`src/rtl/fetch_stage.sv`:
```
// fetch_stage
// -----------
// Instruction fetch stage. It owns the program counter and the IF/ID
// pipeline register. It chooses the next fetch address from:
//   - the exception and interrupt vectors,
//   - EX-stage redirects,
//   - ID-stage jumps,
//   - sequential PC+4.
// On a trap it captures the return address in EPC.
//
// Ports
//   clk, reset          : single clock, synchronous active-high reset
//   PC                  : current fetch address (instruction memory address)
//   Instruction         : instruction word returned combinationally for PC
//   Stall               : load-use stall, holds PC and IF/ID
//   Flush               : squash IF/ID without touching PC
//   Jump / JumpTarget   : ID-stage j/jal and its destination
//   Redirect / RedirectTarget : EX-stage taken branch or jr/jalr
//   IRQ                 : level interrupt request, honoured in user mode only
//   Exception           : undefined-instruction trap from ID
//   IFID_Instruction, IFID_PCPlus4, IFID_Valid : IF/ID pipeline register
//   EPC                 : return address captured on trap entry
module fetch_stage #(
  parameter logic [31:0] RESET_PC   = 32'h80000000,
  parameter logic [31:0] IRQ_VECTOR = 32'h80000004,
  parameter logic [31:0] EXC_VECTOR = 32'h80000008
) (
  input  logic        clk,
  input  logic        reset,
  output logic [31:0] PC,
  input  logic [31:0] Instruction,
  input  logic        Stall,
  input  logic        Flush,
  input  logic        Jump,
  input  logic [31:0] JumpTarget,
  input  logic        Redirect,
  input  logic [31:0] RedirectTarget,
  input  logic        IRQ,
  input  logic        Exception,
  output logic [31:0] IFID_Instruction,
  output logic [31:0] IFID_PCPlus4,
  output logic        IFID_Valid,
  output logic [31:0] EPC
);

  logic [31:0] pcPlus4;
  logic [31:0] nextPcRaw;
  logic [31:0] nextPc;
  logic        irqTaken;
  logic        jumpTaken;
  logic        trapTaken;
  logic        bubble;

  // Sequential increment keeps the kernel bit (bit 31) fixed.
  // The low 31 bits wrap modulo 2^31.
  // Interrupts are only accepted in user mode; in kernel mode the request
  // simply stays pending on the level input.
  // A jump resolved in ID is deferred while the pipe is stalled.
  always_comb begin
    pcPlus4   = {PC[31], PC[30:0] + 31'd4};
    irqTaken  = IRQ & ~PC[31];
    jumpTaken = Jump & ~Stall;
    trapTaken = Exception | irqTaken;
    bubble    = Flush | trapTaken | Redirect | jumpTaken;
  end

  // Next-PC selection. Traps and redirects win over a stall, because the
  // stalled instruction is being thrown away anyway.
  // Every loaded address is word-aligned by clearing the two low bits.
  always_comb begin
    nextPcRaw = pcPlus4;
    if (Exception) begin
      nextPcRaw = EXC_VECTOR;
    end else if (irqTaken) begin
      nextPcRaw = IRQ_VECTOR;
    end else if (Redirect) begin
      nextPcRaw = RedirectTarget;
    end else if (jumpTaken) begin
      nextPcRaw = JumpTarget;
    end else if (Stall) begin
      nextPcRaw = PC;
    end
    nextPc = {nextPcRaw[31:2], 2'b00};
  end

  // PC and EPC update.
  // EPC records the fetch address being discarded, so that a return
  // re-fetches it.
  always_ff @(posedge clk) begin
    if (reset) begin
      PC  <= RESET_PC;
      EPC <= 32'h0;
    end else begin
      PC <= nextPc;
      if (trapTaken) begin
        EPC <= PC;
      end
    end
  end

  // IF/ID register: a bubble takes priority over a stall, a stall holds,
  // and otherwise the freshly fetched word is captured. No delay slot
  // exists, so any control transfer squashes the fetch of this cycle.
  always_ff @(posedge clk) begin
    if (reset) begin
      IFID_Instruction <= 32'h0;
      IFID_PCPlus4     <= 32'h0;
      IFID_Valid       <= 1'b0;
    end else if (bubble) begin
      IFID_Instruction <= 32'h0;
      IFID_PCPlus4     <= 32'h0;
      IFID_Valid       <= 1'b0;
    end else if (!Stall) begin
      IFID_Instruction <= Instruction;
      IFID_PCPlus4     <= pcPlus4;
      IFID_Valid       <= 1'b1;
    end
  end

endmodule

```
`config.mk`:
```
export PLATFORM = sky130hd
export DESIGN_NAME = fetch_stage
export DESIGN_NICKNAME = d
export VERILOG_FILES = /design/src/rtl/fetch_stage.sv
export SDC_FILE = /design/constraint.sdc
export NUM_CORES = 1
export LEC_CHECK = 0
export ABC_AREA = 1
export CAP_MARGIN = 15
export CORE_MARGIN = 2
export CORE_UTILIZATION = 39
export CTS_CLUSTER_DIAMETER = 200
export DETAILED_ROUTE_END_ITERATION = 7
export PLACE_DENSITY = 0.76
export SLEW_MARGIN = 0
export SYNTH_ARGS = -nofsm -noshare
export SYNTH_HDL_FRONTEND = slang
export SYNTH_SLANG_ARGS = --single-unit
```
`constraint.sdc`:
```
create_clock -name clk -period 1.4 [get_ports clk]
set_input_delay 0.28 -clock clk [delete_from_list [all_inputs] [get_ports clk]]
set_output_delay 0.28 -clock clk [all_outputs]
set_load 0.01 [all_outputs]
```
==> results of run 1 <==
==> path summary, 6_finish.rpt <==
check | slack (ns) | to | start
worst max register to register | -0.26 | PC[22] | PC[3]
worst max-delay path | -0.26 | PC[22] | PC[3]
worst min-delay path | 0.31 | IFID_PCPlus4[8] | Stall
worst min register to register | 0.45 | IFID_PCPlus4[31] | IFID_PCPlus4[31]
==> power breakdown <==
group | leakage (nW) | switching (mW) | internal (mW) | total, mW
Clock | 0.313 | 1.64 | 3.16 | 4.79
Sequential | 1.01 | 0.0847 | 3.60 | 3.69
Combinational | 3.31 | 0.719 | 0.701 | 1.42
==> flip-flops by register name, summed over array words and instances, names as in the netlist <==
register	cells
IFID_Instruction	32
PC	30
EPC	30
IFID_Valid	1
IFID_PCPlus4	30
==> per-layer routing <==
layer	GRT usage, %	wire (um)
met1	32.0	8700
met2	45.7	11200
met3	11.3	2520
met4	14.1	1030
met5	0	0
==> cell families (layout without fill, tap and decap cells) <==
group / Yosys count / after routing
adder cells (fa/ha/maj): 1 / 1
flip-flops: 123 / 123
AO/OA/AOI/OAI: 168 / 168
other: 1 / 6
buffers and inverters: 140 / 447
XOR/XNOR: 8 / 8
AND/OR/NAND/NOR: 398 / 398
==> repair_timing <==
item,in CTS,in global routing
gates resized for setup,272,108
pin swaps,27,29
setup buffers,8,7
endpoints found under the setup margin,169,84
==> area by class of cell <==
class                   count  area [um2]
fillers                  1149        4520
repair buffers            325        2950
well taps                 184         230
flip-flops and latches    123        2520
multi-input cells         581        3270
clock buffers              24         524
clock inverters             8         128
inverters                  90         340
==> worst reg2reg max path, stage by stage, from the launching register on <==
cell and delay (ns):
dfxtp_4 0.37, ha_4 0.15, nand2_4 0.05, nor2_4 0.16
nand2_4 0.13, nor2_4 0.24, nand3_1 0.14, nand3_1 0.11
nand2_1 0.07, a21oi_1 0.16
==> per-stage QoR <==
stage	cell area (um2)	TNS, ns	hold slack (ns)	setup slack (ns)
after detailed placement	8810	-30.73	0.446	-0.348
final	9960	-6.22	0.311	-0.261
after floorplan	5820	-0.000548	0.349	-0.000548
after CTS	9670	-3.49	0.294	-0.175
after global placement	8810	-27.32	0.439	-0.334
after global routing	9960	-9.09	0.339	-0.312
==> Yosys cell counts (3+ instances only) <==
library cell    n
a211oi_1       25
a21oi_1        70
a31oi_1         3
buf_2          14
buf_4          10
buf_6           3
clkbuf_1       23
dfxtp_1       123
inv_1          81
inv_2           9
nand2_1       196
nand3_1        54
nor2_1        131
nor2_2          5
nor2_4          6
o211ai_1       21
o21ai_0        30
o21ai_1        14
xor2_1          6
==> metrics.md, run 1 <==
| Metric | Value |
|---|---|
| Placed cells | `about 1300` |
| Ant. Diodes | `0` |
| Vias in the first global route | `6882` |
| Post-synthesis mux area share | `0%` |
| Worst setup SP type | `register` |
| Routed WL | `around 23000 um` |
| Iteration-0 DRC Markers | `580` |
| Largest family of logic cells by synthesized area | `simple AND/OR/NAND/NOR gates` |
| Clk_lat worst skew | `0.43 ns` |
| CP Capture Type | `register` |
| Slew Limit Fails | `0` |
| Mapped Area | `between 5000 and 6000 um2` |
| DRC | `0` |
| Worst Path Arrival | `roughly 2.0 ns` |
| Number of synthesized flops with an enable pin | `0` |
| Total stage count of the critical path | `9` |
| Max_cap viols | `0` |
| Tcrit/Tclk final | `119%` |
| Die width | `approximately 130 um` |
| Max Fclk | `about 0.6 GHz` |
| Worst Path Required | `around 1.7 ns` |
| Post-Route Skew | `between 0.007 and 0.008 ns` |
| Slowest-stage cell, CP | `dfxtp_4` |
| Most frequent cells in the layout | `nand2_1, nor2_1, clkdlybuf4s50_1` |
| Hold depth | `4` |
| Worst hold path class | `in -> reg` |
| Total power | `~9.9 mW` |
| Root Buffer | `clkbuf_16` |
| Final net count | `about 1200` |
| Hold_buf cts | `0` |
| Ys async rst share | `0%` |
| Maximum root-to-sink buffer count | `2` |
| Area fraction in compound gates after synthesis | `between 10% and 20%` |
| Die Span Y | `approximately 130 um` |
| Commonest non-fill, non-tap cell in the layout | `nand2_1` |
| Via density per instance | `roughly 5.3` |
| Post-synthesis sequential area ratio | `42.6%` |
| Core area | `14500 um2` |
| Hpwl dp | `~16000 um` |
| Post-Synth Simple-Gate Area | `28.5%` |
| P per Cell Area | `between 900 and 1000 nW/um2` |
| CP Class | `reg -> reg` |
| Period minus WS final | `1.66 ns` |
| Setup violations, final | `48` |
| Io pins | `approximately 230` |
| RSZ-0062 raised after global routing | `true` |
| Reg2Reg Depth | `9` |
| Layout cells sized above 1 | `26.8%` |
| Layout Cells excl Fill | `~1300` |
| Static Leak | `around 4.6 nW` |
| Main flop type after synthesis | `dfxtp_1` |
| Quantity of I/O buffers inserted on ports | `222` |
| Outcome | `complete, but fails checks` |
| Ys Warns | `0` |
| Layout Utilization | `around 69%` |
| Synth Area in Adders | `0.217%` |
| DR pass1 iterations | `5` |
| Wire per inst | `~18 um` |
| Biggest area consumer among synthesized cells | `dfxtp_1` |
| Violated checks | `setup timing` |
| CTS tree | `built` |
| Synth Area in XOR/XNOR | `between 1 and 1.5%` |
| Count of cell types in the netlist | `30` |
| CTS buffer count | `17` |
| Crit Path Max Fanout | `6` |
| Post-route ant nets | `0` |
| Die Area | `15800 um2` |
| GRT Residual Overflow | `0` |
| First-pass GRT wire length | `~35000 um` |
| Critical path's top delay family | `simple AND/OR/NAND/NOR gates` |
| Total clock sinks | `about 120` |
| Flop and latch count out of synthesis | `123` |
| Worst path cell trace | `ha_4, nand2_4, nor2_4, nand2_4, nor2_4, nand3_1, nand3_1, nand2_1, a21oi_1` |
| H-tree levels | `4` |
| Final worst slack | `-0.261 ns` |
| Buf/Inv on CP | `0` |
| Area fraction of the dominant cell type after synthesis | `~43%` |
| Initial Util | `roughly 40%` |
| Peak supply drop | `between 0.0008 and 0.0009 V` |
| GR Util All Layers | `28.1%` |
| Gpl congestion | `around 0.9` |
| Slowest stage delay, CP | `0.37 ns` |
| Synth top area cells | `dfxtp_1, nand2_1, nor2_1, a21oi_1, inv_1` |
| Std cell rows | `44` |
| Area Growth Syn to Fin | `72.4%` |
| Largest net degree at the start of global routing | `41` |
| Via count | `a little over 7000` |
| Syn Area/Cell | `roughly 7 um2` |
| Final Hold Fails | `0` |
| Initial antenna violation count | `0` |
| CTS clk-pin slew, worst paths | `roughly 0.060 ns` |
| Post-Syn Instances | `839` |
(Power assumes the default switching activity.)
==> inputs of run 2 (changes only) <==
==> constraint.sdc (replaced) <==
create_clock -name clk -period 1.5 [get_ports clk]
set_input_delay 0.3 -clock clk [delete_from_list [all_inputs] [get_ports clk]]
set_output_delay 0.3 -clock clk [all_outputs]
set_load 0.01 [all_outputs]
==> metrics.md, run 2 (synthesis results as in run 1) <==
| Metric | Value |
|---|---|
| R2r endpoint | `IFID_PCPlus4[24] (was PC[22])` |
| First-pass GRT wire length | `32700 um (was 35100 um)` |
| Iteration-0 DRC Markers | `571 (was 580)` |
| Setup violations, final | `16 (was 48)` |
| Commonest non-fill, non-tap cell in the layout | `nand2_1 (unchanged)` |
| Hpwl dp | `15200 um (was 15800 um)` |
| Root Buffer | `clkbuf_16 (unchanged)` |
| Setup TNS Final | `-1.07 ns (was -6.22 ns)` |
| Initial Util | `39.9% (unchanged)` |
| Slowest-stage cell, CP | `dfxtp_4 (unchanged)` |
| Worst hold path class | `in -> reg (unchanged)` |
| Vias in the first global route | `6698 (was 6882)` |
| Peak supply drop | `0.000922 V (was 0.000836 V)` |
| Via count | `6713 (was 7088)` |
| CTS clk-pin slew, worst paths | `0.05 ns (was 0.06 ns)` |
| Io pins | `233 (unchanged)` |
| Area Growth Syn to Fin | `64.7% (was 72.4%)` |
| Worst Path Required | `1.81 ns (was 1.74 ns)` |
| Die Area | `15800 um2 (unchanged)` |
| Reg with most FFs | `IFID_Instruction (unchanged)` |
| Std cell rows | `44 (unchanged)` |
| R2R Path Start | `PC[2] (was PC[3])` |
| Final net count | `1221 (was 1243)` |
| Via density per instance | `5.12 (was 5.31)` |
| Core area | `14500 um2 (unchanged)` |
| Clock Power Share | `46.2% (was 48.4%)` |
| Cell Int Power | `6.56 mW (was 7.46 mW)` |
| Initial antenna violation count | `0 (unchanged)` |
| Worst R2R Setup Slack | `-0.13 ns (was -0.26 ns)` |
| Post-Route Skew | `0.00587 ns (was 0.00710 ns)` |
| P per Cell Area | `910 nW/um2 (was 994 nW/um2)` |
| Hold depth | `3 (was 4)` |
| Slew Limit Fails | `0 (unchanged)` |
| Worst Path Arrival | `1.94 ns (was 2.00 ns)` |
| Buf/Inv on CP | `3 (was 0)` |
| Final worst slack | `-0.135 ns (was -0.261 ns)` |
| Routed WL | `21200 um (was 23400 um)` |
| Crit Path Max Fanout | `3 (was 6)` |
| Gpl congestion | `0.925 (was 0.899)` |
| DR pass1 iterations | `5 (unchanged)` |
| Ant. Diodes | `0 (unchanged)` |
| Die Span Y | `126 um (unchanged)` |
| CP Capture Type | `register (unchanged)` |
| Switch share | `24.3% (was 24.6%)` |
| Total stage count of the critical path | `12 (was 9)` |
| Logic pwr share | `14.1% (was 14.3%)` |
| Most frequent cells in the layout | `nand2_1, nor2_1, dlygate4sd2_1 (was nand2_1, nor2_1, clkdlybuf4s50_1)` |
| Area of the multi-input gates | `3060 um2 (was 3270 um2)` |
| DRC | `0 (unchanged)` |
| Max_cap viols | `0 (unchanged)` |
| Wire per inst | `16.2 um (was 17.6 um)` |
| Slowest stage delay, CP | `0.36 ns (was 0.37 ns)` |
| Final Hold Fails | `0 (unchanged)` |
| H-tree levels | `4 (unchanged)` |
| Tcrit/Tclk final | `109% (was 119%)` |
| CP Class | `reg -> reg (unchanged)` |
| GR Util All Layers | `26.0% (was 28.1%)` |
| Critical Path End | `IFID_PCPlus4[24] (was PC[22])` |
| CTS tree | `built (unchanged)` |
| FILL cells | `1202 (was 1149)` |
| FF+latch area | `2500 um2 (was 2520 um2)` |
| GRT Residual Overflow | `0 (unchanged)` |
| Critical path's top delay family | `simple AND/OR/NAND/NOR gates (unchanged)` |
| Die width | `126 um (unchanged)` |
| Total clock sinks | `123 (unchanged)` |
| Layout cells sized above 1 | `18.8% (was 26.8%)` |
| Reg2Reg Depth | `12 (was 9)` |
| Largest net degree at the start of global routing | `56 (was 41)` |
| Max Fclk | `0.612 GHz (was 0.602 GHz)` |
| Fin Hold WS | `0.258 ns (was 0.311 ns)` |
| RSZ-0062 raised after global routing | `true (unchanged)` |
| Worst setup SP type | `register (unchanged)` |
| Net switching power | `2.10 mW (was 2.44 mW)` |
| Layout Utilization | `65.7% (was 68.8%)` |
| Max reg flops | `32 (unchanged)` |
| Sequential Power Share | `39.8% (was 37.3%)` |
| Clk_lat worst skew | `0.41 ns (was 0.43 ns)` |
| Violated checks | `setup timing (unchanged)` |
| Period minus WS final | `1.63 ns (was 1.66 ns)` |
| CTS buffer count | `17 (unchanged)` |
| Worst path cell trace | `ha_4, nand2_4, nor2_4, buf_6, nand2_4, nor2_4, buf_6, nand2_2, nand2_2, nand3_2, o211ai_1, inv_1 (was ha_4, nand2_4, nor2_4, nand2_4, nor2_4, nand3_1, nand3_1, nand2_1, a21oi_1)` |
| Outcome | `complete, but fails checks (unchanged)` |
| Post-route ant nets | `0 (unchanged)` |
| Static Leak | `4.50 nW (was 4.64 nW)` |
| Quantity of I/O buffers inserted on ports | `222 (unchanged)` |
| Maximum root-to-sink buffer count | `2 (unchanged)` |
| Crit path launch | `PC[2] (was PC[3])` |
run 2: cell count changes in the layout (fill, tap and decap cells not counted), sizes merged:
cell and change:
clkinv +2, clkdlybuf4s15 -1, dlygate4sd2 +23, buf -43
clkinvlp -1, clkbuf -3
run 2: worst reg2reg max path, cell delays in order (launching register included):
cell and delay [ns]:
dfxtp_4 0.36, ha_4 0.15, nand2_4 0.06, nor2_4 0.17
buf_6 0.13, nand2_4 0.06, nor2_4 0.12, buf_6 0.13
nand2_2 0.05, nand2_2 0.08, nand3_2 0.08, o211ai_1 0.08
inv_1 0.05
run 2: cell type report:
| type | instances | share of cell area [%] |
|---|---|---|
| Clock buffer | 22 | 4.67 |
| Clock inverter | 9 | 1.29 |
| Inverter | 90 | 3.55 |
| Multi-Input combinational cell | 581 | 32.2 |
| Sequential cell | 123 | 26.2 |
| Tap cell | 184 | 2.42 |
| Timing Repair Buffer | 303 | 29.7 |
run 2: routing by layer:
| metal | vias up | share of wire, % | track usage, % |
|---|---|---|---|
| met5 | - | 0 | 0 |
| met1 | 3101 | 38 | 29.0 |
| met4 | 0 | 3.5 | 11.8 |
| met2 | 321 | 47 | 43.5 |
| li1 | 3241 | - | - |
| met3 | 50 | 11 | 10.7 |
run 2: timing repair:
action                     in CTS  in global routing
hold buffers                    0                  0
setup endpoints to repair     167                 57
pin swaps                       9                 17
setup buffers                   4                  5
resized for setup             180                 73
run 2: worst min path at each step:
stage                           from               end
floorplan                  Exception             PC[2]
global placement    IFID_PCPlus4[31]  IFID_PCPlus4[31]
detailed placement  IFID_PCPlus4[31]  IFID_PCPlus4[31]
CTS                            Stall  IFID_PCPlus4[10]
global route                   Stall   IFID_PCPlus4[8]
finish                         Stall   IFID_PCPlus4[8]
run 2: stage by stage:
| stage | instances | cell area [um2] | power [mW] | setup WS [ns] |
|---|---|---|---|---|
| detailed placement | 1274 | 8660 | 4.73 | -0.223 |
| global placement | 1274 | 8660 | 4.72 | -0.196 |
| floorplan | 844 | 5800 | 4.02 | 0.0186 |
| finish | 1312 | 9520 | 8.66 | -0.135 |
| CTS | 1309 | 9270 | 8.67 | -0.105 |
| global route | 1312 | 9520 | 8.96 | -0.170 |
run 2: power groups by stage:
stage	Sequential [mW]	Clock, mW	Combinational, mW
after global placement	3.50	0	1.21
after global routing	3.45	4.20	1.31
after floorplan	3.54	0	0.473
final	3.44	4.00	1.22
after detailed placement	3.51	0	1.22
after CTS	3.44	4.06	1.18
